[src/rtl/svm_sched_pkg.sv]
// Shared scheduler definitions: FSM states, default dependency width, conflict-vector bit positions.
package svm_sched_pkg;

  localparam int DEP_W_DEFAULT = 256;

  localparam int CONF_RAW = 0;
  localparam int CONF_WAW = 1;
  localparam int CONF_WAR = 2;

  typedef enum logic [1:0] {
    EMPTY   = 2'd0,
    COLLECT = 2'd1,
    EMIT    = 2'd2
  } state_t;

endpackage

[src/rtl/dep_conflict_detect.sv]
// Combinational RAW/WAW/WAR check of one transaction's dependency sets against an accumulated batch.
module dep_conflict_detect
  import svm_sched_pkg::*;
#(
  parameter int W = DEP_W_DEFAULT
) (
  input  logic [W-1:0] rd_deps_i,
  input  logic [W-1:0] wr_deps_i,
  input  logic [W-1:0] batch_rd_i,
  input  logic [W-1:0] batch_wr_i,
  output logic [2:0]   conflict_o
);

  always_comb begin
    conflict_o           = '0;
    conflict_o[CONF_RAW] = |(rd_deps_i & batch_wr_i);
    conflict_o[CONF_WAW] = |(wr_deps_i & batch_wr_i);
    conflict_o[CONF_WAR] = |(wr_deps_i & batch_rd_i);
  end

endmodule

[src/rtl/batch_former.sv]
// Groups the insertion stream into conflict-free batches, closing on conflict, size cap or idle timeout.
// state   | meaning
// EMPTY   | no batch open; next transaction opens one
// COLLECT | batch open; accepting non-conflicting transactions
// EMIT    | batch closed; waiting for downstream handshake
module batch_former
  import svm_sched_pkg::*;
#(
  parameter int MAX_DEPENDENCIES = DEP_W_DEFAULT,
  parameter int MAX_BATCH_SIZE   = 8,
  parameter int BATCH_TIMEOUT    = 64
) (
  input  logic                                 clk,
  input  logic                                 rst_n,
  input  logic                                 s_axis_tvalid,
  output logic                                 s_axis_tready,
  input  logic [63:0]                          s_axis_tdata_owner_programID,
  input  logic [MAX_DEPENDENCIES-1:0]          s_axis_tdata_read_dependencies,
  input  logic [MAX_DEPENDENCIES-1:0]          s_axis_tdata_write_dependencies,
  output logic                                 m_batch_valid,
  input  logic                                 m_batch_ready,
  output logic [MAX_BATCH_SIZE*64-1:0]         m_batch_ids,
  output logic [$clog2(MAX_BATCH_SIZE+1)-1:0]  m_batch_size,
  output logic [MAX_DEPENDENCIES-1:0]          m_batch_read_deps,
  output logic [MAX_DEPENDENCIES-1:0]          m_batch_write_deps,
  output logic                                 batch_completed,
  output logic [31:0]                          raw_conflicts,
  output logic [31:0]                          waw_conflicts,
  output logic [31:0]                          war_conflicts,
  output logic [31:0]                          batches_emitted
);

  localparam int SZ_W = $clog2(MAX_BATCH_SIZE + 1);
  localparam int TM_W = (BATCH_TIMEOUT > 1) ? $clog2(BATCH_TIMEOUT) : 1;
  localparam logic [TM_W-1:0] TM_LOAD = TM_W'(BATCH_TIMEOUT - 1);

  state_t                      state_q;
  logic [63:0]                 ids_q [MAX_BATCH_SIZE];
  logic [MAX_DEPENDENCIES-1:0] rd_q, wr_q;
  logic [SZ_W-1:0]             size_q;
  logic [TM_W-1:0]             timer_q;
  logic                        valid_q, done_q;
  logic [31:0]                 raw_q, waw_q, war_q, emit_cnt_q;
  logic [2:0]                  conf_vec;
  logic                        hold, accept;

  dep_conflict_detect #(.W(MAX_DEPENDENCIES)) u_detect (
    .rd_deps_i  (s_axis_tdata_read_dependencies),
    .wr_deps_i  (s_axis_tdata_write_dependencies),
    .batch_rd_i (rd_q),
    .batch_wr_i (wr_q),
    .conflict_o (conf_vec)
  );

  // Gate with tvalid so ready never depends on idle-bus data.
  assign hold          = s_axis_tvalid & (|conf_vec);
  assign s_axis_tready = (state_q == EMPTY) | ((state_q == COLLECT) & ~hold);
  assign accept        = s_axis_tvalid & s_axis_tready;

  // Idle timer counts down from TM_LOAD and closes the batch at zero.
  always_ff @(posedge clk or negedge rst_n) begin
    if (!rst_n) begin
      state_q    <= EMPTY;
      for (int i = 0; i < MAX_BATCH_SIZE; i++) ids_q[i] <= '0;
      rd_q       <= '0;
      wr_q       <= '0;
      size_q     <= '0;
      timer_q    <= '0;
      valid_q    <= 1'b0;
      done_q     <= 1'b0;
      raw_q      <= '0;
      waw_q      <= '0;
      war_q      <= '0;
      emit_cnt_q <= '0;
    end else begin
      done_q <= 1'b0;
      case (state_q)
        EMPTY: begin
          if (accept) begin
            ids_q[0] <= s_axis_tdata_owner_programID;
            rd_q     <= s_axis_tdata_read_dependencies;
            wr_q     <= s_axis_tdata_write_dependencies;
            size_q   <= SZ_W'(1);
            timer_q  <= TM_LOAD;
            state_q  <= COLLECT;
          end
        end
        COLLECT: begin
          if (hold) begin
            if (conf_vec[CONF_RAW]) raw_q <= raw_q + 32'd1;
            if (conf_vec[CONF_WAW]) waw_q <= waw_q + 32'd1;
            if (conf_vec[CONF_WAR]) war_q <= war_q + 32'd1;
            valid_q <= 1'b1;
            state_q <= EMIT;
          end else if (accept) begin
            for (int i = 0; i < MAX_BATCH_SIZE; i++)
              if (size_q == SZ_W'(i)) ids_q[i] <= s_axis_tdata_owner_programID;
            rd_q    <= rd_q | s_axis_tdata_read_dependencies;
            wr_q    <= wr_q | s_axis_tdata_write_dependencies;
            size_q  <= size_q + SZ_W'(1);
            timer_q <= TM_LOAD;
            if (size_q == SZ_W'(MAX_BATCH_SIZE - 1)) begin
              valid_q <= 1'b1;
              state_q <= EMIT;
            end
          end else if (timer_q == '0) begin
            valid_q <= 1'b1;
            state_q <= EMIT;
          end else begin
            timer_q <= timer_q - TM_W'(1);
          end
        end
        EMIT: begin
          if (m_batch_ready) begin
            for (int i = 0; i < MAX_BATCH_SIZE; i++) ids_q[i] <= '0;
            rd_q       <= '0;
            wr_q       <= '0;
            size_q     <= '0;
            valid_q    <= 1'b0;
            done_q     <= 1'b1;
            emit_cnt_q <= emit_cnt_q + 32'd1;
            state_q    <= EMPTY;
          end
        end
        default: state_q <= EMPTY;
      endcase
    end
  end

  for (genvar g = 0; g < MAX_BATCH_SIZE; g++) begin : g_ids
    assign m_batch_ids[64*g +: 64] = ids_q[g];
  end

  assign m_batch_valid      = valid_q;
  assign m_batch_size       = size_q;
  assign m_batch_read_deps  = rd_q;
  assign m_batch_write_deps = wr_q;
  assign batch_completed    = done_q;
  assign raw_conflicts      = raw_q;
  assign waw_conflicts      = waw_q;
  assign war_conflicts      = war_q;
  assign batches_emitted    = emit_cnt_q;

endmodule

[config.mk]
export PLATFORM = sky130hd
export DESIGN_NAME = batch_former
export DESIGN_NICKNAME = d
export VERILOG_FILES = /design/src/rtl/svm_sched_pkg.sv /design/src/rtl/dep_conflict_detect.sv /design/src/rtl/batch_former.sv
export SDC_FILE = /design/constraint.sdc
export NUM_CORES = 2
export LEC_CHECK = 0
export ABC_AREA = 0
export CAP_MARGIN = 40
export CORE_AREA = 10 10 661 663
export DETAILED_ROUTE_END_ITERATION = 8
export DIE_AREA = 0 0 671 673
export PLACE_DENSITY_LB_ADDON = 0.25
export SKIP_CTS_REPAIR_TIMING = 1
export SLEW_MARGIN = 15
export SYNTH_ARGS = -nofsm -noshare
export SYNTH_HDL_FRONTEND = slang
export SYNTH_SLANG_ARGS = --single-unit
export TNS_END_PERCENT = 30
[constraint.sdc]
create_clock -name clk -period 3.3 [get_ports clk]
set_clock_uncertainty 0.2 [all_clocks]
set_input_delay 0.33 -clock clk [delete_from_list [all_inputs] [get_ports clk]]
set_output_delay 0.33 -clock clk [all_outputs]
set_load 0.03 [all_outputs]
==> Word-level counts from Yosys, hierarchy flattened <==
Index checks and enable logic that the tools add are counted.
{ "op_classes": {"muxes": 48, "add_sub_neg": 6, "reduce_logical": 26, "n_eq_ne": 24, "n_bitwise": 10} }
{ "op_table": {"columns": ["operator", "count"], "rows": [
  ["$mux W256", 7],
  ["$mux W512", 3],
  ["$pmux W256 S3", 2],
  ["$pmux W448 S2", 1],
  ["$and A256 B256 Y256", 3],
  ["$reduce_or A256 Y1", 3],
  ["$reduce_or A768 Y1", 1],
  ["$mux W64", 9],
  ["$or A256 B256 Y256", 2],
  ["$pmux W64 S3", 1],
  ["$add A32 B1 Y32 const B", 4],
  ["$reduce_and A5 Y1", 8],
  ["$mux W6", 4],
  ["$eq A4 B3 Y1 const B", 4],
  ["$mux W4", 4],
  ["$ne A2 B1 Y1 const B", 8],
  ["$mux W2", 6],
  ["$pmux W4 S3", 1],
  ["$pmux W6 S2", 1],
  ["$reduce_and A4 Y1", 3],
  ["$reduce_and A3 Y1", 3],
  ["$eq A4 B2 Y1 const B", 2],
  ["$ne A2 B2 Y1 const B", 4],
  ["$ne A4 B3 Y1 const B", 2],
  ["other kinds (19)", 28]
]} }
{ "word_totals": {"word_cells": 133, "ff_bits": 1166} }

==> Longest topological paths before layout <==
{ "depth": {"ltp_word": 10, "mapped_depth": 11, "mapped_depth_nobuf": 9} }

==> Hierarchy <==
From an unflattened synthesis, not the netlist that was laid out.
{ "unflattened": {"cells_unflattened": 4592, "area_unflattened_um2": 50393.3} }
{ "by_module_without_submodules": {"columns": ["module", "cells_each", "area_each_um2", "n_inst", "seq_area_each_um2"], "rows": [
  ["batch_former", 4145, 46632.2, 1, 29178.0],
  ["dep_conflict_detect", 447, 3761.1, 1, 0.0]
]} }

==> Least setup slack after synthesis <==
No wires, ideal clock.
{ "synth_path": {"path_kind": "reg-to-reg", "from": "register wr_q[72], in the netlist m_batch_write_deps[72]", "to": "register ids_q (netlist bit m_batch_ids[451])", "t_required_ns": 2.972, "setup_slack_ns": -0.292, "setup_time_ns": 0.128, "arrival_time_ns": 3.264, "stages_incl_launch_ff": 11, "synth_period_minus_slack_ns": 3.592, "cell_sequence": "dfrtp_1 > a22o_1 > a221oi_1 > nand4_1 > or4_1 > or4_1 > nor4_1 > a31o_1 > buf_2 > buf_2 > mux2_1"} }
{ "synth_between": {"elab_chain_len": 9, "word_cells_on_any_way": 11, "cone_classes": "eq/ne (2); bitwise (7); reduce/logical (2)"} }
{ "synth_rtl": {"columns": ["element", "line", "rtl"], "rows": [
  ["start: declaration", "batch_former.sv:39", "logic [MAX_DEPENDENCIES-1:0] rd_q, wr_q;"],
  ["start signal: assignment", "batch_former.sv:82", "wr_q <= s_axis_tdata_write_dependencies;"],
  ["start signal: assignment", "batch_former.sv:99", "wr_q <= wr_q | s_axis_tdata_write_dependencies;"],
  ["$and A256 B256 Y256, on equally long branches", "dep_conflict_detect.sv:17, dep_conflict_detect.sv:16", null],
  ["$reduce_or A768 Y1 (*)", "batch_former.sv:56", "assign hold = s_axis_tvalid & (|conf_vec);"],
  ["$and A1 B1 Y1 (*)", "batch_former.sv:56", null],
  ["$not A1 Y1", "batch_former.sv:57", "assign s_axis_tready = (state_q == EMPTY) | ((state_q == COLLECT) & ~hold);"],
  ["$and A1 B1 Y1", "batch_former.sv:57", null],
  ["$or A1 B1 Y1", "batch_former.sv:57", null],
  ["$and A1 B1 Y1", "batch_former.sv:58", "assign accept = s_axis_tvalid & s_axis_tready;"],
  ["$ne A2 B2 Y1 (no source line)", null, null],
  ["$reduce_and A5 Y1 (no source line) (*)", null, null],
  ["end signal: indexed assignment", "batch_former.sv:97", "if (size_q == SZ_W'(i)) ids_q[i] <= s_axis_tdata_owner_programID;"],
  ["end: declaration", "batch_former.sv:38", "logic [63:0] ids_q [MAX_BATCH_SIZE];"]
]} }
Mark *: on every way between the ends. The rest lies on a longest branch, timed or not.
A chain may end at the register's enable or synchronous reset.

==> Worst setup path in the final report <==
{ "layout_path": {"from": "register wr_q[146], in the netlist m_batch_write_deps[146]", "to": "output s_axis_tready"} }
{ "layout_between": {"elab_chain_len": 6, "word_cells_on_any_way": 7, "cone_classes": "bitwise (6); reduce/logical (1)"} }
{ "layout_rtl": {"columns": ["element", "line", "rtl"], "rows": [
  ["$and A256 B256 Y256, on equally long branches", "dep_conflict_detect.sv:17, dep_conflict_detect.sv:16", null],
  ["$reduce_or A768 Y1 (*)", "batch_former.sv:56", null],
  ["$and A1 B1 Y1 (*)", "batch_former.sv:56", null],
  ["$not A1 Y1 (*)", "batch_former.sv:57", null],
  ["$and A1 B1 Y1 (*)", "batch_former.sv:57", null],
  ["$or A1 B1 Y1 (*)", "batch_former.sv:57", null],
  ["end: declaration", "batch_former.sv:16", "output logic s_axis_tready,"]
]} }
Marked as above.

==> out/qor.yml <==
placement:
  placed_area_sq_um: 88400
  place_congestion: 0.9771
  io_buffers: 1738
  dp.cells: 12890
  hpwl_um: 462200
sta:
  final-hold-violation-count: 1
  fmax_ghz: 0.2007
  hold_ws_ns: -0.005540
  worst_slew_pin_slew_ns: 1.349
  fin_crit_sh_pct: 151.0
  maxSlewHeadroom_pct: 10.09
  period_needed_ns: 4.983
  layout_setup_ws_ns: -1.683
  rsz0062_at_grt: "true"
  slew_viol_final: 0
  setup-violations-final: 1134
global_routing:
  grt_max_degree: 141
  antenna_found_initial: 183
  grt_pass1_vias: 56960
  grt_first_pass_wirelength_um: 677100
  grt_usage_pct: 22.90
  overflow: 0
drt:
  wl_um: 549200
  drc: 0
  vias: 56490
  routed_via_density: 4.205
  wl_per_cell_um: 40.89
  drtIter0Drc: 5049
  firstDrtPassIters: 5
  ant_nets: 0
floorplan:
  ios: 1739
  start_util_pct: 12.13
  coreArea_sq_um: 422800
  die_y_um: 673
  die_x_um: 671
  die_area_sq_um: 451600
  placementRows: 239
synthesis:
  synth_top_flop_cell: "dfrtp_1"
  synth-seq-cells: 1166
  syn_area_sq_um: 51270
  yosysTopAreaCellShare_pct: 56.91
  synth.area.top_cells: "dfrtp_1 57%, a22o_1 9.5%, mux2i_1 7.5%"
  synth_edf_count: 0
  synthArstFlopShare_pct: 100.0
  syn-num-nets: 4952
  synth.avg_cell_area_sq_um: 11.77
  synth.most_common_cell: "dfrtp_1"
  ys.warnings.count: 0
  yosys-top-cells-count: "1166 x dfrtp_1, 559 x a22o_1, 501 x nand2_1"
  yosysUniqueCellTypes: 50
  syn_inst: 4358
  ys_seq_area_share_pct: 56.91
  yosys.area.top_type: "dfrtp_1"
final_layout:
  area_delta_synth_final_pct: 87.89
  multiInputGateArea_sq_um: 21490
  ff_latch_area_sq_um: 29330
  n_fill_cell: 45680
  instances_no_fill: 13430
  final_area_sq_um: 96340
  drive_gt1_share_pct: 26.82
  nets: 8126
setup_path:
  cp_slowest_cell: "or4_4"
  crit_buf_inv: 7
  worstPathRequired_ns: 2.77
  slowest_delay_ns: 0.56
  crit_path_cell_trace: "buf_4 -> a22o_1 -> a221oi_4 -> nand4_1 -> buf_4 -> or4_4 -> buf_6 -> nor4_4 -> clkbuf_16 -> buf_12 -> a31oi_1 -> o21ai_1 -> buf_4 -> buf_12"
  crit_path_end_kind: "primary output"
  crit_family: "simple AND/OR/NAND/NOR gates"
  cp-start-kind: "register"
  critPathMaxFanout: 3
  path_class: "register to primary output"
  crit_top_cell: "buf_4"
  arrival_ns: 4.45
clock_network:
  cts_htree_levels: 4
  clkSinkCount: 1166
  cts_root_buf: "clkbuf_16"
  cts_tree: "done"
  clockBufferDepth: 4
  cts.clk_slew.worst_paths_ns: 0.06
  numCtsBuffers: 166
  clkLatencyLatePin_ns: 0.90
power_and_ir_drop:
  power_mw: 102.2
  p_leak_nw: 42.27
  vdd_drop_max_mv: 1.028
  power_density_nw_per_um2: 1061
min_path:
  hp-class: "primary input to register"
job:
  cap_violations: 0
run_status:
  violations: "negative hold slack, negative setup slack"
  status: "complete, but fails checks"
[cell type report]
cell class,count,share of cell area (%)
antenna,112,0.2909
clock buffer,244,4.994
clock inverter,50,0.7403
inverter,16,0.06494
multi-input combinational,2853,22.31
sequential,1166,30.45
tap,5663,7.355
timing repair buffer,3329,33.80
[cell families after synthesis]
logic type               after synthesis  share of synthesized area, %
AND/OR/NAND/NOR                     1273                         11.99
flip-flops                          1166                         56.91
AO/OA/AOI/OAI                        924                         15.32
multiplexers                         518                         10.43
buffers and inverters                339                         2.887
XOR/XNOR                             124                         2.118
adder cells (fa/ha/maj)               14                        0.3416
[stage by stage]
step	hold WS [ns]	utilization (%)	worst slack (ns)	TNS [ns]
after floorplan	-0.1656	-	-0.1508	-81.29
after global placement	0.06673	20.87	-3.178	-3083.75
after detailed placement	0.06347	20.91	-2.507	-2411.50
after CTS	-0.9219	22.21	-2.650	-2004.43
after global routing	-0.004239	22.77	-1.839	-1434.62
final	-0.005540	22.78	-1.683	-1344.99
[path summary, 6_finish.rpt]
kind	from	end	slack, ns	cells past startpoint
min in group asynchronous	rst_n	m_batch_ids[86]$_DFFE_PN0P_	0.06	3
max	m_batch_write_deps[146]$_DFFE_PN0P_	s_axis_tready	-1.68	14
max reg2reg	m_batch_write_deps[139]$_DFFE_PN0P_	m_batch_ids[120]$_DFFE_PN0P_	-1.45	14
min	s_axis_tdata_write_dependencies[168]	m_batch_write_deps[168]$_DFFE_PN0P_	-0.006	3
max in group asynchronous	rst_n	m_batch_ids[315]$_DFFE_PN0P_	1.93	4
min reg2reg	raw_conflicts[31]$_DFFE_PN0P_	raw_conflicts[31]$_DFFE_PN0P_	0.28	1
[tightest hold or removal path, stage by stage]
cell and delay, ns:
clkdlybuf4s50_1 0.49, o211ai_1 0.11, nand3_1 0.09
[state kept, by name, summed over array words and instances (netlist names), 4 cells and up]
register and count:
batches_emitted 32, m_batch_ids 512, m_batch_read_deps 256, m_batch_size 4, m_batch_write_deps 256, raw_conflicts 32
timer_q 6, war_conflicts 32, waw_conflicts 32
[layer usage]
layer	global-route usage, %	share of wire (%)
met3	5.835	6.6
met5	0	0.031
met2	41.72	51
met4	17.07	9.0
met1	22.32	33
[report_power, final]
part | internal, mW | leakage, nW | switching, mW
Combinational | 23.2 | 24.5 | 37.4
Clock | 11.2 | 2.69 | 7.71
Sequential | 18.5 | 15.1 | 4.24
Total | 52.9 | 42.3 | 49.3
[layout by cell type (no fill, tap or decap), types with 6 or more instances in the layout]
master           netlist  final
a221oi_1             191    137
a221oi_2               1     49
a221oi_4               0      6
a22o_1               559    550
and2_1                 8      8
and3_1                32     32
and4_1                14     13
buf_12                 0    202
buf_4                  1   1254
buf_6                 13     15
buf_8                  0      8
bufinv_16              0     14
clkbuf_1             196     45
clkbuf_16              0    183
clkbuf_8               0     30
clkdlybuf4s50_1        0   1721
clkinv_2               0     15
clkinvlp_4             0      6
dfrtp_1             1166   1043
dfrtp_2                0    123
diode_2                0    112
dlygate4sd3_1          0    109
ha_1                  14     11
inv_1                 15     14
inv_6                  0      6
mux2_1               111     52
mux2_2                21     21
mux2_4                 0     59
mux2i_1              386    385
nand2_1              501    497
nand3_1              487    487
nand4_1               92     92
nor2_1                26     26
nor2b_1               66     66
nor3_1                11      9
nor4_4                 3      6
o211ai_1             147    147
or4_4                  4     14
xnor2_1              113    113
xor2_1                11     11
Power figures use the tool's default switching activity.
